===== src/rtl/mem_access_ctrl_if.sv =====
// Request/response bundle between the CPU core, the access controller and the byte-wide memory bus.
// master: the CPU/memory environment side; slave: the access controller.
interface mem_access_ctrl_if #(
  parameter int ADDR_WIDTH     = 32,
  parameter int DATA_BUS_WIDTH = 48
);
  logic                      req_valid;
  logic                      req_we;
  logic [1:0]                req_size;
  logic [ADDR_WIDTH-1:0]     req_addr;
  logic [31:0]               req_wdata;
  logic                      cpu_enable;
  logic [DATA_BUS_WIDTH-1:0] cpu_data_in;
  logic                      mem_req;
  logic                      mem_we;
  logic [ADDR_WIDTH-1:0]     mem_addr;
  logic [7:0]                mem_wdata;
  logic [7:0]                mem_rdata;
  logic                      mem_ack;
  logic                      err_clr;
  logic                      err;

  modport master (
    output req_valid, req_we, req_size, req_addr, req_wdata, mem_rdata, mem_ack, err_clr,
    input  cpu_enable, cpu_data_in, mem_req, mem_we, mem_addr, mem_wdata, err
  );

  modport slave (
    input  req_valid, req_we, req_size, req_addr, req_wdata, mem_rdata, mem_ack, err_clr,
    output cpu_enable, cpu_data_in, mem_req, mem_we, mem_addr, mem_wdata, err
  );
endinterface


===== src/rtl/mem_access_ctrl.sv =====
// Serialises a CPU memory request into byte transactions and assembles read data little-endian.
// Optional MEM_ACCESS_CTRL_ALIGN_CHECK_EN rejects misaligned 16/32/48-bit accesses without bus cycles.
module mem_access_ctrl #(
  parameter int ADDR_WIDTH     = 32,
  parameter int DATA_BUS_WIDTH = 48,
  parameter int ACK_TIMEOUT    = 255
) (
  input logic              clk,
  input logic              rst,
  mem_access_ctrl_if.slave bus
);
  localparam int NUM_LANES = DATA_BUS_WIDTH / 8;
  localparam int TMO_W     = $clog2(ACK_TIMEOUT + 1);
  localparam logic [TMO_W-1:0] TMO_LAST = TMO_W'(ACK_TIMEOUT - 1);

  typedef enum logic [1:0] {
    IDLE  = 2'd0,
    ISSUE = 2'd1,
    DONE  = 2'd2
  } state_t;

  state_t state_reg, state_next;

  logic                      we_reg;
  logic [2:0]                count_reg;
  logic [2:0]                idx_reg;
  logic [23:0]               wdata_reg;
  logic [TMO_W-1:0]          tmo_reg;
  logic [DATA_BUS_WIDTH-1:0] data_reg;
  logic [DATA_BUS_WIDTH-1:0] data_next;
  logic                      err_reg;
  logic                      mem_req_reg;
  logic                      mem_we_reg;
  logic [ADDR_WIDTH-1:0]     mem_addr_reg;
  logic [7:0]                mem_wdata_reg;

  logic [2:0] req_count;
  logic       misaligned;
  logic       reject_req;
  logic       accept;
  logic       reject;
  logic       ack_byte;
  logic       last_byte;
  logic       abort;
  logic       tmo_inc;
  logic       err_set;

  always_comb begin
    case (bus.req_size)
      2'b00:   req_count = 3'd1;
      2'b01:   req_count = 3'd2;
      2'b10:   req_count = 3'd4;
      default: req_count = 3'd6;
    endcase
  end

`ifdef MEM_ACCESS_CTRL_ALIGN_CHECK_EN
  always_comb begin
    case (bus.req_size)
      2'b01:   misaligned = bus.req_addr[0];
      2'b10:   misaligned = |bus.req_addr[1:0];
      2'b11:   misaligned = bus.req_addr[0];
      default: misaligned = 1'b0;
    endcase
  end
`else
  assign misaligned = 1'b0;
`endif

  // 48-bit writes do not exist; such requests complete immediately with err.
  assign reject_req = (bus.req_we && (bus.req_size == 2'b11)) || misaligned;

  always_ff @(posedge clk or posedge rst) begin
    if (rst) begin
      state_reg <= IDLE;
    end else begin
      state_reg <= state_next;
    end
  end

  always_comb begin
    state_next = state_reg;
    accept     = 1'b0;
    reject     = 1'b0;
    ack_byte   = 1'b0;
    last_byte  = 1'b0;
    abort      = 1'b0;
    tmo_inc    = 1'b0;
    case (state_reg)
      IDLE: begin
        if (bus.req_valid) begin
          if (reject_req) begin
            reject     = 1'b1;
            state_next = DONE;
          end else begin
            accept     = 1'b1;
            state_next = ISSUE;
          end
        end
      end
      ISSUE: begin
        if (bus.mem_ack) begin
          ack_byte = 1'b1;
          if (idx_reg == (count_reg - 3'd1)) begin
            last_byte  = 1'b1;
            state_next = DONE;
          end
        end else if (tmo_reg == TMO_LAST) begin
          abort      = 1'b1;
          state_next = DONE;
        end else begin
          tmo_inc = 1'b1;
        end
      end
      DONE:    state_next = IDLE;
      default: state_next = IDLE;
    endcase
  end

  assign err_set = reject | abort;

  // Each read byte lands in its own lane; lanes are cleared when a new request is taken.
  generate
    for (genvar gi = 0; gi < NUM_LANES; gi++) begin : g_lane
      if (gi < 6) begin : g_used
        assign data_next[gi*8 +: 8] =
          (accept || reject) ? 8'h00 :
          (ack_byte && !we_reg && (idx_reg == 3'(gi))) ? bus.mem_rdata :
          data_reg[gi*8 +: 8];
      end else begin : g_unused
        assign data_next[gi*8 +: 8] = 8'h00;
      end
    end
  endgenerate

  always_ff @(posedge clk or posedge rst) begin
    if (rst) begin
      we_reg        <= 1'b0;
      count_reg     <= 3'd0;
      idx_reg       <= 3'd0;
      wdata_reg     <= 24'h0;
      tmo_reg       <= '0;
      data_reg      <= '0;
      err_reg       <= 1'b0;
      mem_req_reg   <= 1'b0;
      mem_we_reg    <= 1'b0;
      mem_addr_reg  <= '0;
      mem_wdata_reg <= 8'h00;
    end else begin
      data_reg <= data_next;
      if (err_set) begin
        err_reg <= 1'b1;
      end else if (bus.err_clr) begin
        err_reg <= 1'b0;
      end
      if (accept || reject) begin
        we_reg    <= bus.req_we;
        count_reg <= req_count;
        idx_reg   <= 3'd0;
        tmo_reg   <= '0;
        wdata_reg <= bus.req_wdata[31:8];
      end
      if (accept) begin
        mem_req_reg   <= 1'b1;
        mem_we_reg    <= bus.req_we;
        mem_addr_reg  <= bus.req_addr;
        mem_wdata_reg <= bus.req_wdata[7:0];
      end
      if (ack_byte) begin
        idx_reg <= idx_reg + 3'd1;
        tmo_reg <= '0;
        if (last_byte) begin
          mem_req_reg <= 1'b0;
          mem_we_reg  <= 1'b0;
        end else begin
          mem_addr_reg  <= mem_addr_reg + ADDR_WIDTH'(1);
          mem_wdata_reg <= wdata_reg[7:0];
          wdata_reg     <= {8'h00, wdata_reg[23:8]};
        end
      end
      if (tmo_inc) begin
        tmo_reg <= tmo_reg + TMO_W'(1);
      end
      if (abort) begin
        mem_req_reg <= 1'b0;
        mem_we_reg  <= 1'b0;
      end
    end
  end

  assign bus.cpu_enable  = (state_reg == DONE) || ((state_reg == IDLE) && !bus.req_valid);
  assign bus.cpu_data_in = data_reg;
  assign bus.err         = err_reg;
  assign bus.mem_req     = mem_req_reg;
  assign bus.mem_we      = mem_we_reg;
  assign bus.mem_addr    = mem_addr_reg;
  assign bus.mem_wdata   = mem_wdata_reg;
endmodule

===== src/flat_wrapper.sv =====
// flat-port wrapper written by rule: the top's interface ports become plain ports
module mem_access_ctrl_flat 
#(
  parameter int ADDR_WIDTH     = 32,
  parameter int DATA_BUS_WIDTH = 48,
  parameter int ACK_TIMEOUT    = 255
)
  (clk, rst, bus_req_valid, bus_req_we, bus_req_size, bus_req_addr, bus_req_wdata, bus_mem_rdata, bus_mem_ack, bus_err_clr, bus_cpu_enable, bus_cpu_data_in, bus_mem_req, bus_mem_we, bus_mem_addr, bus_mem_wdata, bus_err);
  mem_access_ctrl_if #(.ADDR_WIDTH(ADDR_WIDTH), .DATA_BUS_WIDTH(DATA_BUS_WIDTH)) bus_i ();
  input logic clk;
  input logic rst;
  input wire logic [$bits(bus_i.req_valid)-1:0] bus_req_valid;
  input wire logic [$bits(bus_i.req_we)-1:0] bus_req_we;
  input wire logic [$bits(bus_i.req_size)-1:0] bus_req_size;
  input wire logic [$bits(bus_i.req_addr)-1:0] bus_req_addr;
  input wire logic [$bits(bus_i.req_wdata)-1:0] bus_req_wdata;
  input wire logic [$bits(bus_i.mem_rdata)-1:0] bus_mem_rdata;
  input wire logic [$bits(bus_i.mem_ack)-1:0] bus_mem_ack;
  input wire logic [$bits(bus_i.err_clr)-1:0] bus_err_clr;
  output wire logic [$bits(bus_i.cpu_enable)-1:0] bus_cpu_enable;
  output wire logic [$bits(bus_i.cpu_data_in)-1:0] bus_cpu_data_in;
  output wire logic [$bits(bus_i.mem_req)-1:0] bus_mem_req;
  output wire logic [$bits(bus_i.mem_we)-1:0] bus_mem_we;
  output wire logic [$bits(bus_i.mem_addr)-1:0] bus_mem_addr;
  output wire logic [$bits(bus_i.mem_wdata)-1:0] bus_mem_wdata;
  output wire logic [$bits(bus_i.err)-1:0] bus_err;
  assign bus_i.req_valid = bus_req_valid;
  assign bus_i.req_we = bus_req_we;
  assign bus_i.req_size = bus_req_size;
  assign bus_i.req_addr = bus_req_addr;
  assign bus_i.req_wdata = bus_req_wdata;
  assign bus_i.mem_rdata = bus_mem_rdata;
  assign bus_i.mem_ack = bus_mem_ack;
  assign bus_i.err_clr = bus_err_clr;
  assign bus_cpu_enable = bus_i.cpu_enable;
  assign bus_cpu_data_in = bus_i.cpu_data_in;
  assign bus_mem_req = bus_i.mem_req;
  assign bus_mem_we = bus_i.mem_we;
  assign bus_mem_addr = bus_i.mem_addr;
  assign bus_mem_wdata = bus_i.mem_wdata;
  assign bus_err = bus_i.err;
  mem_access_ctrl #(.ADDR_WIDTH(ADDR_WIDTH), .DATA_BUS_WIDTH(DATA_BUS_WIDTH), .ACK_TIMEOUT(ACK_TIMEOUT)) u_core (.clk(clk), .rst(rst), .bus(bus_i));
endmodule

===== config.mk =====
export PLATFORM = sky130hd
export DESIGN_NAME = mem_access_ctrl_flat
export DESIGN_NICKNAME = d
export VERILOG_FILES = /design/src/rtl/mem_access_ctrl_if.sv /design/src/rtl/mem_access_ctrl.sv /design/src/flat_wrapper.sv
export SDC_FILE = /design/constraint.sdc
export NUM_CORES = 1
export LEC_CHECK = 0
export CORE_UTILIZATION = 50
export CTS_CLUSTER_SIZE = 30
export DETAILED_ROUTE_END_ITERATION = 10
export GPL_TIMING_DRIVEN = 0
export HOLD_SLACK_MARGIN = 0.02
export PLACE_DENSITY = 0.8
export SLEW_MARGIN = 15
export SYNTH_ARGS = -nofsm -noshare
export SYNTH_HDL_FRONTEND = slang
export SYNTH_SLANG_ARGS = --single-unit

===== constraint.sdc =====
create_clock -name clk -period 7.93 [get_ports clk]
set_clock_uncertainty 0.2 [all_clocks]
set_input_delay 0.793 -clock clk [delete_from_list [all_inputs] [get_ports clk]]
set_output_delay 0.793 -clock clk [all_outputs]
set_load 0.02 [all_outputs]

==> impl_metrics.ini <==
[setup_path]
reg2reg_slack_ns = 5.27
critical_path.max_stage_delay_ns = 0.65
reg2reg_depth = 7
required_time_of_the_worst_setup_path_ns = 6.94
worst_setup_path_endpoint = bus_cpu_enable
timing.critical_path.to_type = output port
worstSetupStartpoint = bus_req_valid
worstPathBufferInverterCount = 2
criticalPathCategory = primary input to output port
worstPathMaxFanout = 4
cp_num_cells = 3
crit_family = buffers and inverters
crit_top_cell = sky130_fd_sc_hd__clkdlybuf4s50_1
slowest_stage = sky130_fd_sc_hd__clkdlybuf4s50_1
timing.critical_path.cells = clkdlybuf4s50_1 -> a21oi_1 -> clkdlybuf4s50_1
crit-reg2reg-launch = u_core.state_reg[0]
worst_setup_path_start_kind = primary input
critical_path.reg2reg.endpoint = u_core.bus.mem_addr[2]
cp_data_arrival_time_ns = 2.20

[logic_synthesis]
synth-edff-count = 0
post_synth.cell_area_avg_um2 = 9.06
synthFlopType = sky130_fd_sc_hd__dfrtp_1
post_synth_num_cell_types = 55
seq_area_frac_synth_pct = 51.8
postSynthRegisterBits = 132
synth_cells = 704
synth.cell_area_mm2 = 0.00638
syn_nets = 793
ys_warns = 0
synth-async-reset-ratio_pct = 100

[sta]
tightest_slew_ns = 0.817
accumulated_negative_setup_slack_ns = 0
final.setup.worst_slack_ns = 4.74
min_period_ns = 3.19
final-setup-viol-count = 0
final-hold-violation-count = 0
post-route-period-util_pct = 40.3
grt_setup_unrepaired = false
drv_slew = 0
max_freq_ghz = 0.313
worst_slew_margin_pct = 45.1

[global_routing]
first_global_vias = 6048
globalRoute.totalOverflow = 0
largest_net_degree_at_the_start_of_global_routing = 68
grt_antenna_before_repair = 0
grt_pass1_wl_um = 31400
grt_usage_pct = 31.4

[die]
area_of_the_core_mm2 = 0.0122
die_height_um = 115
io_pins = 172
floorplan.initialDensity_pct = 52.2
area_of_the_die_mm2 = 0.0132
placement_rows = 40
fp.dieW_um = 115

[drt]
post-route-drc-count = 0
ant_nets = 0
drt-total-wl_um = 19900
drt-pass1-iter-count = 5
dr_total_vias = 6387
post_drt_wl_per_cell_um = 18.5
vias_per_cell = 5.94
first_iter_violations = 766

[finish]
layoutNonFillerInstCount = 1075
mostFrequentLayoutCells = 171 x sky130_fd_sc_hd__clkdlybuf4s50_1, 134 x sky130_fd_sc_hd__nand2_1, 132 x sky130_fd_sc_hd__dfrtp_1
fillers = 898
design.final.nets = 984
antenna_diode_count = 0
number_of_flip_flops_under_the_largest_register_name = 48
mostFrequentLayoutCell = sky130_fd_sc_hd__clkdlybuf4s50_1
final_layout_size_suffix_gt1_share_pct = 6.39
area_growth_pct = 40.2
layout.core_utilization_pct = 73.2

[cts]
tritoncts = built
clkLatencyLatePin_ns = 0.42
postCtsSetupRepairBufs = 0
cts-root-to-sink-buffers = 2
numClockSinks = 132
cts.hold.buffers_added = 0
count_of_cells_resized_by_post_cts_repair = 0
numCtsBuffers = 17
path_clk_slew_ns = 0.06
clockRootBuffer = sky130_fd_sc_hd__clkbuf_16
cts_htree_levels = 4

[pwr]
p_per_area_mw_per_mm2 = 377
total_leakage_power_nw = 3.83
power.total_mw = 3.37
irDropWorstVdd_uv = 220

[place]
detailedPlace.worstSlack_ns = 4.42
port-buffer-count = 171
gp_congestion = 0.942
numPlacedInstances = 1044
post-dp-hpwl_um = 14300

[hold_path]
worst_min_delay_path_startpoint = u_core.count_reg[2]
hold_path.class = flip-flop to flip-flop

[job]
drv.max_cap_violation_count = 0

[status]
run_status = complete, no violations
==> worst min-delay path, delay by kind of cell (launching register included) <==
kind	cells	cell delay (ns)
flops	1	0.36
simple gates	2	0.12
==> layer usage <==
layer	vias up	part of all wire [%]	track usage [%]
met4	0	2.5	14.1
met5	-	0	0
met2	364	48	50.2
li1	2889	-	-
met1	3091	41	41.5
met3	43	8.4	6.22
==> cell families (layout without fill, tap and decap cells) <==
family | after synthesis | count (layout) | synth area share [%]
adder cells (fa/ha/maj) | 9 | 9 | 1.77
XOR/XNOR | 8 | 8 | 1.33
AND/OR/NAND/NOR | 320 | 320 | 22.5
buffers and inverters | 60 | 263 | 4.16
AO/OA/AOI/OAI | 157 | 157 | 15.6
flip-flops | 132 | 132 | 51.8
multiplexers | 18 | 18 | 2.84
==> report_power, final <==
group	internal (mW)	switching, mW	total, mW
Clock	0.530	0.287	0.817
Combinational	0.589	0.841	1.43
Sequential	0.901	0.224	1.13
Total	2.02	1.35	3.37
==> final cells by class <==
class                   instances  area [um^2]  share of cell area [%]
flip-flops and latches        132         3300                    37.0
multi-input cells             512         2810                    31.4
repair buffers                172         1740                    19.5
clock buffers                  21          450                    5.04
well taps                     168          210                    2.35
plain buffers                  42          198                    2.21
clock inverters                10          156                    1.75
inverters                      18         72.6                   0.812
==> worst min path at each step <==
stage | cells past startpoint | endpoint | slack (ns)
2_1_floorplan | 2 | u_core.count_reg[2] | 0.25
3_3_place_gp | 1 | u_core.tmo_reg[7] | 0.28
3_5_place_dp | 2 | u_core.count_reg[2] | 0.29
4_1_cts | 2 | u_core.count_reg[2] | 0.31
5_1_grt | 1 | u_core.tmo_reg[7] | 0.33
6_report | 2 | u_core.count_reg[2] | 0.30
==> synthesized netlist by cell type, types with 3 or more instances <==
library cell / instances / area (um^2)
sky130_fd_sc_hd__nand2_1: 134 / 503
sky130_fd_sc_hd__dfrtp_1: 132 / 3300
sky130_fd_sc_hd__nor2_1: 73 / 274
sky130_fd_sc_hd__a21oi_1: 61 / 305
sky130_fd_sc_hd__nand3_1: 54 / 270
sky130_fd_sc_hd__a31oi_1: 28 / 175
sky130_fd_sc_hd__clkbuf_1: 23 / 86.3
sky130_fd_sc_hd__o21ai_0: 21 / 105
sky130_fd_sc_hd__inv_1: 18 / 67.6
sky130_fd_sc_hd__nand4_1: 18 / 113
sky130_fd_sc_hd__mux2i_1: 17 / 170
sky130_fd_sc_hd__buf_2: 11 / 55.1
sky130_fd_sc_hd__a211oi_1: 10 / 75.1
sky130_fd_sc_hd__ha_1: 9 / 113
sky130_fd_sc_hd__nor4_1: 9 / 56.3
sky130_fd_sc_hd__nor3_1: 7 / 35.0
sky130_fd_sc_hd__and3_1: 6 / 37.5
sky130_fd_sc_hd__o221a_2: 5 / 56.3
sky130_fd_sc_hd__xnor2_1: 5 / 43.8
sky130_fd_sc_hd__a311oi_1: 4 / 35.0
sky130_fd_sc_hd__buf_1: 4 / 15.0
sky130_fd_sc_hd__o22ai_1: 4 / 25.0
sky130_fd_sc_hd__and4_1: 3 / 26.3
sky130_fd_sc_hd__buf_6: 3 / 33.8
sky130_fd_sc_hd__or3_1: 3 / 18.8
==> through the flow <==
| step | area [um^2] | hold WS [ns] |
|---|---|---|
| 2_1_floorplan | 6380 | 0.247 |
| 3_3_place_gp | 8300 | 0.277 |
| 3_5_place_dp | 8330 | 0.292 |
| 4_1_cts | 8940 | 0.305 |
| 5_1_grt | 8940 | 0.326 |
| 6_report | 8940 | 0.303 |
No activity file was read; power rests on OpenSTA's default activity.
